[src/rtl/bram_row_streamer_if.sv]
// Row stream from bram_row_streamer to a host/DMA sink: one BRAM row per
// valid/ready handshake, tagged with its source row address.
interface bram_row_streamer_if #(
  parameter int PE_COUNT   = 4,
  parameter int DATA_WIDTH = 32,
  parameter int ADDR_WIDTH = 11
);
  logic                           m_valid;
  logic                           m_ready;
  logic [PE_COUNT*DATA_WIDTH-1:0] m_data;
  logic [ADDR_WIDTH-1:0]          m_addr;
  logic                           m_last;

  modport master (output m_valid, m_data, m_addr, m_last, input m_ready);
  modport slave  (input m_valid, m_data, m_addr, m_last, output m_ready);
endinterface

[src/rtl/bram_row_streamer.sv]
// Sweeps a contiguous (wrapping) range of result-BRAM rows through port B and
// streams each row out with backpressure, issuing reads only against free buffer credit.
//
// state | meaning
// IDLE  | waiting for start; no reads outstanding
// ISSUE | issuing row reads while buffer credit allows
// DRAIN | all reads issued; waiting for the last row to be accepted
module bram_row_streamer #(
  parameter int PE_COUNT   = 4,
  parameter int DATA_WIDTH = 32,
  parameter int BRAM_DEPTH = 2048,
  parameter int ADDR_WIDTH = $clog2(BRAM_DEPTH),
  parameter int RD_LATENCY = 2,
  parameter int FIFO_DEPTH = 4
) (
  input  logic                           clk,
  input  logic                           rst,
  input  logic                           start,
  input  logic [ADDR_WIDTH-1:0]          start_addr,
  input  logic [ADDR_WIDTH:0]            row_count,
  output logic                           busy,
  output logic                           done,
  output logic                           start_ignored,
  output logic [ADDR_WIDTH-1:0]          bram_addr,
  output logic                           bram_en,
  input  logic [PE_COUNT*DATA_WIDTH-1:0] bram_dout,
  bram_row_streamer_if.master            strm
);

  localparam int DW = PE_COUNT * DATA_WIDTH;
  localparam int CW = $clog2(FIFO_DEPTH + 1);
  localparam int PW = (FIFO_DEPTH > 1) ? $clog2(FIFO_DEPTH) : 1;

  if (FIFO_DEPTH < RD_LATENCY + 1) begin : g_bad_fifo
    $error("bram_row_streamer: FIFO_DEPTH must be >= RD_LATENCY+1");
  end
  if (RD_LATENCY < 1 || RD_LATENCY > 4) begin : g_bad_lat
    $error("bram_row_streamer: RD_LATENCY must be 1..4");
  end
  if (BRAM_DEPTH < 2 || (BRAM_DEPTH & (BRAM_DEPTH - 1)) != 0) begin : g_bad_depth
    $error("bram_row_streamer: BRAM_DEPTH must be a power of two >= 2");
  end

  typedef enum logic [1:0] {IDLE, ISSUE, DRAIN} state_t;

  state_t                state, state_nxt;
  logic [ADDR_WIDTH-1:0] next_addr;
  logic [ADDR_WIDTH:0]   issue_left;
  logic [ADDR_WIDTH:0]   rc_clamped;
  // occ counts rows issued but not yet accepted (in flight + buffered)
  logic [CW-1:0]         occ;
  logic [CW-1:0]         fifo_cnt;
  logic [PW-1:0]         wr_ptr, rd_ptr;

  logic [RD_LATENCY-1:0] tag_vld;
  logic [ADDR_WIDTH-1:0] tag_addr [RD_LATENCY];
  logic                  tag_last [RD_LATENCY];

  logic [DW-1:0]         mem_data [FIFO_DEPTH];
  logic [ADDR_WIDTH-1:0] mem_addr [FIFO_DEPTH];
  logic                  mem_last [FIFO_DEPTH];

  logic issue, start_go, start_zero, start_ign, finish;
  logic push, pop, fifo_ne, head_last;

  function automatic logic [PW-1:0] ptr_inc(input logic [PW-1:0] p);
    return (p == PW'(FIFO_DEPTH - 1)) ? '0 : p + 1'b1;
  endfunction

  assign rc_clamped = (row_count > (ADDR_WIDTH+1)'(BRAM_DEPTH)) ?
                      (ADDR_WIDTH+1)'(BRAM_DEPTH) : row_count;

  assign fifo_ne   = (fifo_cnt != '0);
  assign head_last = mem_last[rd_ptr];
  assign pop       = fifo_ne & strm.m_ready;
  assign push      = tag_vld[RD_LATENCY-1];

  always_ff @(posedge clk) begin
    if (rst) state <= IDLE;
    else     state <= state_nxt;
  end

  always_comb begin
    state_nxt  = state;
    issue      = 1'b0;
    start_go   = 1'b0;
    start_zero = 1'b0;
    start_ign  = 1'b0;
    finish     = 1'b0;
    case (state)
      IDLE: begin
        if (start) begin
          if (row_count == '0) begin
            start_zero = 1'b1;
          end else begin
            start_go  = 1'b1;
            state_nxt = ISSUE;
          end
        end
      end
      ISSUE: begin
        start_ign = start;
        issue     = (occ < CW'(FIFO_DEPTH));
        if (issue && issue_left == (ADDR_WIDTH+1)'(1)) state_nxt = DRAIN;
      end
      DRAIN: begin
        start_ign = start;
        if (pop && head_last) begin
          finish    = 1'b1;
          state_nxt = IDLE;
        end
      end
      default: state_nxt = IDLE;
    endcase
  end

  always_ff @(posedge clk) begin
    if (rst) begin
      next_addr     <= '0;
      issue_left    <= '0;
      occ           <= '0;
      fifo_cnt      <= '0;
      wr_ptr        <= '0;
      rd_ptr        <= '0;
      tag_vld       <= '0;
      done          <= 1'b0;
      start_ignored <= 1'b0;
    end else begin
      done          <= start_zero | finish;
      start_ignored <= start_ign;
      if (start_go) begin
        next_addr  <= start_addr;
        issue_left <= rc_clamped;
      end else if (issue) begin
        next_addr  <= next_addr + 1'b1;
        issue_left <= issue_left - 1'b1;
      end
      occ      <= occ + CW'(issue) - CW'(pop);
      fifo_cnt <= fifo_cnt + CW'(push) - CW'(pop);
      if (push) wr_ptr <= ptr_inc(wr_ptr);
      if (pop)  rd_ptr <= ptr_inc(rd_ptr);
      tag_vld[0] <= issue;
      for (int i = 1; i < RD_LATENCY; i++) tag_vld[i] <= tag_vld[i-1];
    end
  end

  // Tag payload and buffer storage need no reset: qualified by tag_vld / fifo_cnt.
  always_ff @(posedge clk) begin
    tag_addr[0] <= next_addr;
    tag_last[0] <= (issue_left == (ADDR_WIDTH+1)'(1));
    for (int i = 1; i < RD_LATENCY; i++) begin
      tag_addr[i] <= tag_addr[i-1];
      tag_last[i] <= tag_last[i-1];
    end
    if (push) begin
      mem_data[wr_ptr] <= bram_dout;
      mem_addr[wr_ptr] <= tag_addr[RD_LATENCY-1];
      mem_last[wr_ptr] <= tag_last[RD_LATENCY-1];
    end
  end

  assign busy      = (state != IDLE);
  assign bram_en   = issue;
  assign bram_addr = next_addr;

  assign strm.m_valid = fifo_ne;
  assign strm.m_data  = fifo_ne ? mem_data[rd_ptr] : '0;
  assign strm.m_addr  = fifo_ne ? mem_addr[rd_ptr] : '0;
  assign strm.m_last  = fifo_ne & head_last;

endmodule
[src/flat_wrapper.sv]
// flat-port wrapper written by rule: the top's interface ports become plain ports
module bram_row_streamer_flat 
#(
  parameter int PE_COUNT   = 4,
  parameter int DATA_WIDTH = 32,
  parameter int BRAM_DEPTH = 2048,
  parameter int ADDR_WIDTH = $clog2(BRAM_DEPTH),
  parameter int RD_LATENCY = 2,
  parameter int FIFO_DEPTH = 4
)
  (clk, rst, start, start_addr, row_count, busy, done, start_ignored, bram_addr, bram_en, bram_dout, strm_m_valid, strm_m_data, strm_m_addr, strm_m_last, strm_m_ready);
  bram_row_streamer_if #(.PE_COUNT(PE_COUNT), .DATA_WIDTH(DATA_WIDTH), .ADDR_WIDTH(ADDR_WIDTH)) strm_i ();
  input  logic clk;
  input  logic rst;
  input  logic start;
  input  logic [ADDR_WIDTH-1:0] start_addr;
  input  logic [ADDR_WIDTH:0] row_count;
  output logic busy;
  output logic done;
  output logic start_ignored;
  output logic [ADDR_WIDTH-1:0] bram_addr;
  output logic bram_en;
  input  logic [PE_COUNT*DATA_WIDTH-1:0] bram_dout;
  output wire logic [$bits(strm_i.m_valid)-1:0] strm_m_valid;
  output wire logic [$bits(strm_i.m_data)-1:0] strm_m_data;
  output wire logic [$bits(strm_i.m_addr)-1:0] strm_m_addr;
  output wire logic [$bits(strm_i.m_last)-1:0] strm_m_last;
  input wire logic [$bits(strm_i.m_ready)-1:0] strm_m_ready;
  assign strm_m_valid = strm_i.m_valid;
  assign strm_m_data = strm_i.m_data;
  assign strm_m_addr = strm_i.m_addr;
  assign strm_m_last = strm_i.m_last;
  assign strm_i.m_ready = strm_m_ready;
  bram_row_streamer #(.PE_COUNT(PE_COUNT), .DATA_WIDTH(DATA_WIDTH), .BRAM_DEPTH(BRAM_DEPTH), .ADDR_WIDTH(ADDR_WIDTH), .RD_LATENCY(RD_LATENCY), .FIFO_DEPTH(FIFO_DEPTH)) u_core (.clk(clk), .rst(rst), .start(start), .start_addr(start_addr), .row_count(row_count), .busy(busy), .done(done), .start_ignored(start_ignored), .bram_addr(bram_addr), .bram_en(bram_en), .bram_dout(bram_dout), .strm(strm_i));
endmodule
[config.mk]
export PLATFORM = sky130hd
export DESIGN_NAME = bram_row_streamer_flat
export DESIGN_NICKNAME = d
export VERILOG_FILES = /design/src/rtl/bram_row_streamer_if.sv /design/src/rtl/bram_row_streamer.sv /design/src/flat_wrapper.sv
export SDC_FILE = /design/constraint.sdc
export NUM_CORES = 1
export LEC_CHECK = 0
export BUFFER_PORTS_ARGS = -buffer_cell sky130_fd_sc_hd__buf_2
export CELL_PAD_IN_SITES_DETAIL_PLACEMENT = 1
export CELL_PAD_IN_SITES_GLOBAL_PLACEMENT = 2
export CORE_MARGIN = 5
export CORE_UTILIZATION = 41
export CTS_BUF_LIST = sky130_fd_sc_hd__clkbuf_8
export DETAILED_ROUTE_END_ITERATION = 8
export GPL_ROUTABILITY_DRIVEN = 1
export HOLD_SLACK_MARGIN = 0.08
export PLACE_DENSITY_LB_ADDON = 0.1
export SYNTH_ARGS = -nofsm -noshare
export SYNTH_HDL_FRONTEND = slang
export SYNTH_SLANG_ARGS = --single-unit
export TNS_END_PERCENT = 1
[constraint.sdc]
create_clock -name clk -period 4.25 [get_ports clk]
set_clock_uncertainty 0.2 [all_clocks]
set_input_delay 0.85 -clock clk [delete_from_list [all_inputs] [get_ports clk]]
set_output_delay 0.85 -clock clk [all_outputs]
set_load 0.03 [all_outputs]
==> results of run 1 <==
-- worst max-delay path by stage --
stage	start	end	slack [ns]
2_1_floorplan	u_core.wr_ptr[0]	u_core.mem_addr[3][0]	-0.21
3_3_place_gp	row_count[7]	u_core.issue_left[3]	1.23
3_5_place_dp	row_count[7]	u_core.issue_left[3]	1.19
4_1_cts	flip-flop	strm_m_data[104]	0.49
5_1_grt	flip-flop	strm_m_addr[7]	0.46
6_report	flip-flop	strm_m_data[65]	0.63
-- routing by layer --
| metal | global-route usage (%) | vias to the layer above | wire length, µm |
|---|---|---|---|
| met2 | 29.1 | 284 | 27600 |
| met1 | 22.0 | 6404 | 22800 |
| met4 | 5.30 | 12 | 1070 |
| met5 | 0 | - | 74 |
| li1 | - | 5472 | - |
| met3 | 4.27 | 72 | 3010 |
-- sequential cells by signal, indices dropped and copies added (netlist names), named ones only --
name	flops
u_core.bram_addr	11
u_core.done	1
u_core.fifo_cnt	3
u_core.issue_left	12
u_core.mem_addr	44
u_core.mem_data	512
u_core.mem_last	4
u_core.occ	3
u_core.rd_ptr	2
u_core.start_ignored	1
u_core.state	2
u_core.tag_addr	22
u_core.tag_last	2
u_core.tag_vld	2
u_core.wr_ptr	2
-- worst max-delay path, stage by stage, from the launching register on --
cell	delay [ns]
dfxtp_4	0.56
buf_12	0.36
mux4_2	0.58
and2_1	0.18
buf_2	0.17
-- logic make-up after synthesis --
group	count (synthesis)
AO/OA/AOI/OAI	49
XOR/XNOR	19
adder cells (fa/ha/maj)	15
buffers and inverters	75
flip-flops	625
multiplexers	144
AND/OR/NAND/NOR	247
-- layout by cell type (no fill, tap or decap), types with 5 or more instances in the layout --
| cell type | n |
|---|---|
| edfxtp_1 | 560 |
| buf_2 | 310 |
| and2_1 | 141 |
| mux4_2 | 139 |
| clkbuf_8 | 108 |
| dfxtp_1 | 63 |
| inv_1 | 52 |
| clkinv_1 | 28 |
| nor2_1 | 26 |
| nand2_1 | 22 |
| buf_4 | 20 |
| a21oi_1 | 16 |
| xnor2_1 | 13 |
| ha_1 | 13 |
| clkinv_2 | 12 |
| buf_12 | 10 |
| nand3_1 | 9 |
| o21ai_0 | 9 |
| nor3_1 | 9 |
| nor2b_1 | 8 |
| nand4_1 | 7 |
| diode_2 | 6 |
| xor2_1 | 6 |
| a211oi_2 | 6 |
| mux2i_1 | 5 |
| and3_1 | 5 |
-- report_power, final --
| group | total (W) | switching [W] | internal (W) | leakage [nW] |
|---|---|---|---|---|
| clock | 0.00475 | 0.00233 | 0.00242 | 1.10 |
| sequential | 0.00728 | 0.000238 | 0.00704 | 5.59 |
| combinational | 0.00510 | 0.00322 | 0.00188 | 3.19 |
| total | 0.0171 | 0.00579 | 0.0113 | 9.88 |
-- stage by stage --
stage	setup TNS (ns)	hold slack (ns)	cell area (µm²)	total power [W]	setup WS, ns
after floorplan	-87.34	0.110	23800	0.0109	-0.214
after global placement	0	0.110	26400	0.0126	1.23
after detailed placement	0	0.113	26400	0.0127	1.19
after CTS	0	0.0976	28300	0.0175	0.490
after global routing	0	0.124	28300	0.0181	0.460
final	0	0.126	28300	0.0171	0.631
-- layout make-up --
cell class	instances	share of cell area (%)
multi-input combinational	474	18.9
clock inverter	84	1.37
antenna	6	0.0531
inverter	15	0.199
timing repair buffer	340	6.72
tap	765	3.38
sequential	625	64.1
clock buffer	108	5.25
==> summary.txt, run 1 <==
Power
  – P per Cell Area: 606 nW/µm²
  – Peak supply drop: 0.341 mV
  – LEAKAGE: 9.88 nW

Place
  – HPWL after DPL: 33.2 mm
  – Cells after DPL: 2219
  – Port bufs: 310
  – RePlAce Congestion: 0.738

GRT
  – Overflow left after global routing: 0
  – Largest net degree at the start of global routing: 83
  – Total GRT Usage: 17.1%
  – Vias in the first global route: 13579
  – First-pass GRT wire length: 83.1 mm
  – Initial antenna violation count: 9

Hold path
  – Hold Crit Class: flip-flop to flip-flop
  – WHS Endpoint: u_core.tag_addr[0][13]
  – Hold Startpoint: u_core.tag_addr[0][2]
  – Worst hold path depth: 0

CTS
  – CTS Sinks: 625
  – H-tree levels: 3
  – Clock root cell: clkbuf_8
  – Setup bufs post-CTS: 0
  – CTS buffer count: 104
  – Post-CTS Resized: 0
  – # hold bufs at CTS: 0
  – CTS tree: yes
  – Clk slew on worst S/H paths: 0.06 ns
  – Worst skew pair latency: 0.67 ns
  – Clock Path Buffers: 3

Detailed routing
  – Residual DRC: 0
  – Total wire length: 54.6 mm
  – Drt first pass iters: 4
  – WL/cell: 22.6 µm
  – Initial DRC Count: 521
  – DR vias: 12244
  – Average vias per placed instance: 5.07
  – ANT nets after route: 0

Yosys
  – Compound-Gate Fraction of Synth Area: 1.48%
  – Syn Area/Cell: 20.3 µm²
  – Mapped Cells: 1174
  – Yosys cell types: 50
  – Mapped cell area: 23800 µm²
  – EDFF count, synth: 560
  – Ys flop type: edfxtp_1
  – Synth cell count leaders: edfxtp_1 (560), and2_1 (145), mux4_2 (139)
  – Largest family of logic cells by synthesized area: multiplexers
  – Top post-synthesis cells by area: edfxtp_1 (71%), mux4_2 (13%), dfxtp_1 (5.5%), and2_1 (3.8%), ha_1 (0.68%)
  – Area share of the leading cell type in the synthesized netlist: 70.7%
  – Flops & latches, synth: 625
  – Mux cell area share after synthesis: 13.4%
  – Synth Area in XOR/XNOR: 0.700%
  – Synth Area in Adders: 0.852%
  – Synthesis warning total: 0
  – Simple-Gate Fraction of Synth Area: 6.01%
  – Post-synth ARST share: 0%
  – Syn_nets: 1344
  – Most frequent cell after synthesis: edfxtp_1
  – Seq/Total Area, Yosys: 76.2%
  – Leading area contributor after synthesis: edfxtp_1

Setup path
  – CP arrival: 2.57 ns
  – Critical Path End Type: output port
  – Setup Crit Path Kind: flip-flop to output port
  – Crit-path max FO: 42
  – RR Endpoint: u_core.occ[2]
  – CP required: 3.20 ns
  – Crit start category: flip-flop
  – Reg2reg setup slack: 1.50 ns
  – FF-to-FF path depth: 8
  – R2R Path Start: u_core.fifo_cnt[1]

STA
  – Slew Limit Fails: 0
  – Worst slew margin: 34.8%
  – Period minus WS final: 3.62 ns
  – RSZ-0062 raised after global routing: false
  – Hold Fails Final Rpt: 0
  – Slew @ Worst Pin: 0.979 ns
  – Final setup fails: 0
  – Final worst-path cycle share: 85.2%
  – FMAX: 276 MHz

Final layout
  – Fin cells: 2417
  – Share of cells above drive strength 1: 37.9%
  – Fillcell total: 5474
  – Final #Nets: 1730
  – P&R area growth vs syn: 18.9%
  – Sequential cell area: 18100 µm²
  – Final core utilization: 49.1%
  – Multi-input gate area: 5360 µm²

Die
  – Core area: 57600 µm²
  – I/O pin count: 311
  – Die height: 251 µm
  – Die Footprint: 62900 µm²
  – Die width: 251 µm
  – Starting Density: 41.3%
  – Row cnt: 88

Outcome
  – Outcome: complete, no violations

Flow run
  – Max cap viols: 0
No activity file was read; power rests on OpenSTA's default activity.
==> run 2: changes to the inputs <==
ABC_AREA = 1   (was not set)
CORE_UTILIZATION = 36   (was 41)
GPL_TIMING_DRIVEN = 0   (was not set)
==> run 2 against run 1 <==
Against the previous run:
- die area rose by 17%
- via count rose by 41%
- cell area rose by 4.4%
- count of clock-buffer cells in the layout rose by 4
- first-iteration DRC count rose by 69%
- cell count rose by 44%
- wire length rose by 38%
- sequential power fell by 1%
- clock power rose by 7.8%
- critical path type unchanged
- flip-flop and latch count did not move
- worst setup slack got worse by 0.44 ns
- sequential share of layout area fell by 2.7 points
==> summary.txt, run 2 <==
GRT
  – Vias in the first global route: 18477
  – Largest net degree at the start of global routing: 99
  – Total GRT Usage: 19.8%
  – First-pass GRT wire length: 112 mm
  – Initial antenna violation count: 21
  – Overflow left after global routing: 0

Die
  – Core area: 68200 µm²
  – Starting Density: 36.2%
  – Die width: 272 µm
  – Die Footprint: 73900 µm²
  – Die height: 272 µm
  – I/O pin count: 311
  – Row cnt: 96

Yosys
  – Synthesis warning total: 0
  – Yosys cell types: 33
  – Simple-Gate Fraction of Synth Area: 12.5%
  – Top post-synthesis cells by area: edfxtp_1 (68%), nor2_1 (9.4%), o21ai_0 (6.0%), dfxtp_1 (5.3%), a21oi_1 (3.1%)
  – Leading area contributor after synthesis: edfxtp_1
  – Mux cell area share after synthesis: 0%
  – Post-synth ARST share: 0%
  – Syn Area/Cell: 11.9 µm²
  – Largest family of logic cells by synthesized area: simple AND/OR/NAND/NOR gates
  – Synth cell count leaders: nor2_1 (617), edfxtp_1 (560), o21ai_0 (294)
  – Area share of the leading cell type in the synthesized netlist: 68.2%
  – Ys flop type: edfxtp_1
  – Compound-Gate Fraction of Synth Area: 9.31%
  – Synth Area in XOR/XNOR: 0.426%
  – Synth Area in Adders: 0.822%
  – EDFF count, synth: 560
  – Seq/Total Area, Yosys: 73.5%
  – Mapped Cells: 2076
  – Most frequent cell after synthesis: nor2_1
  – Flops & latches, synth: 625
  – Syn_nets: 2246
  – Mapped cell area: 24700 µm²

Setup path
  – FF-to-FF path depth: 12
  – CP arrival: 3.01 ns
  – Crit start category: flip-flop
  – Setup Crit Path Kind: flip-flop to output port
  – Crit-path max FO: 10
  – Critical Path End Type: output port
  – R2R Path Start: u_core.state[1]
  – RR Endpoint: u_core.occ[2]
  – Reg2reg setup slack: 1.52 ns
  – CP required: 3.20 ns

CTS
  – CTS buffer count: 109
  – H-tree levels: 3
  – Worst skew pair latency: 0.70 ns
  – CTS Sinks: 625
  – Clk slew on worst S/H paths: 0.06 ns
  – CTS tree: yes
  – Clock root cell: clkbuf_8
  – Clock Path Buffers: 3
  – Setup bufs post-CTS: 0

Flow run
  – Max cap viols: 0

Final layout
  – Biggest regs: u_core.mem_data: 512 flops, u_core.mem_addr: 44 flops, u_core.tag_addr: 22 flops
  – Final core utilization: 43.3%
  – Fin area: 29500 µm²
  – P&R area growth vs syn: 19.8%
  – Fillcell total: 7446
  – Largest Register: u_core.mem_data
  – Share of cells above drive strength 1: 20.6%
  – Most common cell after layout, fill and taps aside: nor2_1
  – Commonest cells after routing, fill and taps aside: nor2_1 (617), edfxtp_1 (560), buf_2 (351), o21ai_0 (294), a21oi_1 (154)
  – Number of flip-flops in the largest register: 512
  – Final #Nets: 2675

STA
  – Hold Fails Final Rpt: 0
  – Slew @ Worst Pin: 0.921 ns
  – Final setup fails: 0
  – RSZ-0062 raised after global routing: false
  – Hold slack: 0.116 ns
  – Period minus WS final: 4.06 ns
  – Worst slew margin: 38.6%
  – FMAX: 246 MHz
  – Slew Limit Fails: 0
  – Sum Neg Setup Slack: 0 ns
  – Final worst-path cycle share: 95.5%

Power
  – Comb power frac: 37.4%
  – Switching Power: 0.00813 W
  – P per Cell Area: 666 nW/µm²
  – Peak supply drop: 0.297 mV
  – LEAKAGE: 11.2 nW
  – Clk network pwr share: 26.0%
  – Cell internal pwr: 0.0116 W
  – Switching share of power: 41.3%
  – Seq pwr share: 36.6%

Outcome
  – Outcome: complete, no violations

Place
  – Port bufs: 309
  – RePlAce Congestion: 0.764
  – HPWL after DPL: 47.1 mm
  – Area post-placement: 27500 µm²

Detailed routing
  – ANT nets after route: 0
  – Total wire length: 75.2 mm
  – Drt first pass iters: 7
  – Residual DRC: 0
  – Initial DRC Count: 879
  – DR vias: 17236
  – Average vias per placed instance: 4.94
  – WL/cell: 21.6 µm

Hold path
  – Worst hold path depth: 0
  – Hold Startpoint: u_core.tag_addr[0][8]
  – WHS Endpoint: u_core.tag_addr[0][19]
  – Hold Crit Class: flip-flop to flip-flop
run 2: critical path: stages, from the launching register on:
cell,delay [ns]
dfxtp_1,0.31
inv_2,0.24
clkbuf_2,0.52
buf_1,0.48
o21ai_0,0.17
a21oi_1,0.30
buf_2,0.26
run 2: cells by family (layout without fill, tap and decap cells):
logic type / count (synthesis) / after routing
AND/OR/NAND/NOR: 784 / 784
flip-flops: 625 / 625
AO/OA/AOI/OAI: 456 / 456
buffers and inverters: 184 / 704
adder cells (fa/ha/maj): 15 / 15
XOR/XNOR: 12 / 12
other: 0 / 8
run 2: repair_timing:
item                       in CTS  in global routing
cloned                          0                  0
gates resized for setup         2                  4
hold endpoints to repair       16                  0
hold buffers                    5                  0
setup endpoints to repair     139                  4
run 2: per-layer routing:
layer / share of wire, % / up-vias / global-route usage, % / wire [µm]
li1: - / 8133 / - / -
met1: 43 / 8600 / 25.1 / 32100
met2: 49 / 374 / 34.0 / 37100
met3: 6.0 / 113 / 5.04 / 4520
met4: 1.8 / 16 / 5.36 / 1380
met5: 0.14 / - / 0 / 103
run 2: area by class of cell:
cell class	instances	area [µm²]	share of cell area (%)
Clock inverter	90	472	1.60
Antenna cell	8	20.0	0.0678
Clock buffer	112	1540	5.22
Sequential cell	625	18100	61.3
Buffer	119	622	2.10
Multi-Input combinational cell	1267	5690	19.3
Timing Repair Buffer	318	1710	5.78
Inverter	65	274	0.927
Tap cell	882	1100	3.74
run 2: how the worst max path moves through the flow:
stage / end / slack, ns / depth (start not counted)
final: strm_m_data[77] / 0.19 / 6
after global routing: strm_m_data[85] / 0.001 / 6
after CTS: strm_m_data[14] / 0.03 / 6
after detailed placement: strm_m_data[14] / 0.43 / 6
after global placement: u_core.mem_data[1][92] / -2.60 / 3
after floorplan: u_core.mem_addr[3][0] / 0.25 / 3
run 2: power groups by stage:
stage / Combinational (W) / Sequential, W / Clock [W]
floorplan: 0.00465 / 0.00734 / 0
global placement: 0.00739 / 0.00737 / 0
detailed placement: 0.00748 / 0.00734 / 0
CTS: 0.00751 / 0.00721 / 0.00531
global route: 0.00804 / 0.00724 / 0.00559
finish: 0.00735 / 0.00721 / 0.00512
run 2: stage by stage:
stage / cells / worst slack (ns) / power, W
floorplan: 2076 / 0.246 / 0.0120
global placement: 3267 / -2.60 / 0.0148
detailed placement: 3271 / 0.426 / 0.0148
CTS: 3478 / 0.0312 / 0.0200
global route: 3481 / 0.00121 / 0.0209
finish: 3486 / 0.192 / 0.0197
==> run 3: changes to the inputs <==
--- a/config.mk
+++ b/config.mk
@@ -15,7 +15,7 @@
 export DETAILED_ROUTE_END_ITERATION = 8
 export GPL_ROUTABILITY_DRIVEN = 1
-export GPL_TIMING_DRIVEN = 0
 export HOLD_SLACK_MARGIN = 0.08
 export PLACE_DENSITY_LB_ADDON = 0.1
+export SETUP_SLACK_MARGIN = 0.5
 export SYNTH_ARGS = -nofsm -noshare
 export SYNTH_HDL_FRONTEND = slang
==> constraint.sdc (replaced) <==
create_clock -name clk -period 4.25 [get_ports clk]
set_clock_uncertainty 0.2 [all_clocks]
set_input_delay 0.425 -clock clk [delete_from_list [all_inputs] [get_ports clk]]
set_output_delay 0.425 -clock clk [all_outputs]
set_load 0.03 [all_outputs]
==> run 3 against run 2 <==
Against the previous run:
- flip-flop and latch count unchanged
- die area unchanged
- non-clock buffer count grew 57
- clock power hardly changed
- power fell by 1.9%
==> summary.txt, run 3 (synthesized netlist as in run 2, its figures left out) <==
Outcome
  – Outcome: complete, no violations

Power
  – P per Cell Area: 629 nW/µm²
  – Switching share of power: 40.3%
  – Cell internal pwr: 0.0115 W
  – LEAKAGE: 11.7 nW
  – Peak supply drop: 0.389 mV
  – Seq pwr share: 37.4%
  – Switching Power: 0.00777 W
  – Clk network pwr share: 26.6%
  – Comb power frac: 36.0%

Setup path
  – CP required: 3.62 ns
  – Crit start category: flip-flop
  – CP arrival: 2.72 ns
  – Crit-path max FO: 110
  – Setup Crit Path Kind: flip-flop to output port
  – Critical Path End Type: output port

Die
  – Die width: 272 µm
  – Core area: 68200 µm²
  – Die Footprint: 73900 µm²
  – Row cnt: 96
  – Die height: 272 µm
  – I/O pin count: 311
  – Starting Density: 36.2%

STA
  – RSZ-0062 raised after global routing: false
  – Slew @ Worst Pin: 1.11 ns
  – Hold Fails Final Rpt: 0
  – Sum Neg Setup Slack: 0 ns
  – Final setup fails: 0
  – Worst slew margin: 25.9%
  – Slew Limit Fails: 0
  – Final worst-path cycle share: 78.7%
  – Hold slack: 0.120 ns
  – Period minus WS final: 3.34 ns
  – FMAX: 299 MHz
  – Worst setup slack after layout: 0.907 ns

Final layout
  – Biggest regs: u_core.mem_data: 512 flops, u_core.mem_addr: 44 flops, u_core.tag_addr: 22 flops
  – Final #Nets: 2732
  – Fin cells: 3543
  – Share of cells above drive strength 1: 18.4%
  – Largest Register: u_core.mem_data
  – Most common cell after layout, fill and taps aside: nor2_1
  – Commonest cells after routing, fill and taps aside: nor2_1 (617), edfxtp_1 (560), buf_2 (310), o21ai_0 (294), dlygate4sd3_1 (160)
  – Number of flip-flops in the largest register: 512
  – P&R area growth vs syn: 24.4%

CTS
  – Post-CTS Resized: 0
  – CTS buffer count: 109
  – Clock root cell: clkbuf_8
  – CTS tree: yes
  – # hold bufs at CTS: 160
  – Worst skew pair latency: 0.68 ns
  – CTS Sinks: 625
  – H-tree levels: 3
  – Setup bufs post-CTS: 0
  – Clk slew on worst S/H paths: 0.06 ns
  – Clock Path Buffers: 3

GRT
  – Vias in the first global route: 18406
  – Overflow left after global routing: 0
  – Total GRT Usage: 18.4%
  – Initial antenna violation count: 8
  – First-pass GRT wire length: 107 mm
  – Largest net degree at the start of global routing: 150

Place
  – RePlAce Congestion: 0.774
  – Port bufs: 310
  – Setup slack at placement: 1.50 ns
  – Cells after DPL: 3173
  – HPWL after DPL: 39.4 mm

Detailed routing
  – WL/cell: 19.8 µm
  – Average vias per placed instance: 4.90
  – Initial DRC Count: 856
  – Residual DRC: 0
  – Total wire length: 70.1 mm
  – ANT nets after route: 0
  – DR vias: 17361
  – Drt first pass iters: 5

Flow run
  – Max cap viols: 0

Hold path
  – Hold Crit Class: flip-flop to flip-flop
==> run 3: cell count changes in the layout (fill, tap and decap cells not counted), sizes merged <==
cell,before,now
buf,393,334
clkbuf,151,114
clkinv,50,41
diode,8,5
dlygate4sd3,5,160
inv,100,110
==> run 3: metrics by stage <==
stage / area (µm²) / util [%] / total power, W
4_1_cts: 30700 / 45.0 / 0.0197
6_report: 30700 / 45.0 / 0.0193
3_5_place_dp: 27000 / 39.6 / 0.0143
2_1_floorplan: 24700 / - / 0.0120
5_1_grt: 30700 / 45.0 / 0.0205
3_3_place_gp: 27000 / 39.6 / 0.0142
==> run 3: worst max-delay path, cell delays in order, from the launching register on <==
cell	delay, ns
dfxtp_4	0.38
inv_6	0.59
buf_4	0.42
o21ai_0	0.14
a21oi_1	0.23
buf_2	0.24
==> run 3: final cells by class <==
class / instances / area [µm²]
fill: 7342 / 37500
sequential: 625 / 18100
multi-input combinational: 1267 / 5690
timing repair buffer: 494 / 3450
clock buffer: 114 / 1570
tap: 882 / 1100
clock inverter: 91 / 473
inverter: 65 / 275
antenna: 5 / 12.5
==> run 3: power groups by stage <==
stage / logic (W) / registers (W) / clock network [W]
floorplan: 0.00465 / 0.00734 / 0
global placement: 0.00687 / 0.00735 / 0
detailed placement: 0.00694 / 0.00735 / 0
CTS: 0.00710 / 0.00723 / 0.00533
global route: 0.00762 / 0.00726 / 0.00563
finish: 0.00695 / 0.00723 / 0.00513
==> run 3: per-layer routing <==
metal  part of all wire, %  wire length [µm]  up-vias  GRT usage [%]
li1                      -                 -     8236              -
met1                    44             31000     8650           24.1
met2                    49             34200      351           31.4
met3                   4.6              3220      118           3.36
met4                   2.4              1670        6           5.65
met5                 0.040                28        -              0
==> run 3: worst paths after layout <==
check / start / endpoint / slack (ns) / cells past startpoint
setup / recovery: flip-flop / strm_m_data[35] / 0.91 / 5
hold / removal: u_core.tag_addr[0][8] / u_core.tag_addr[0][19] / 0.12 / 0
setup reg to reg: u_core.state[1] / u_core.bram_addr[1] / 1.45 / 7
hold reg to reg: u_core.tag_addr[0][8] / u_core.tag_addr[0][19] / 0.12 / 0
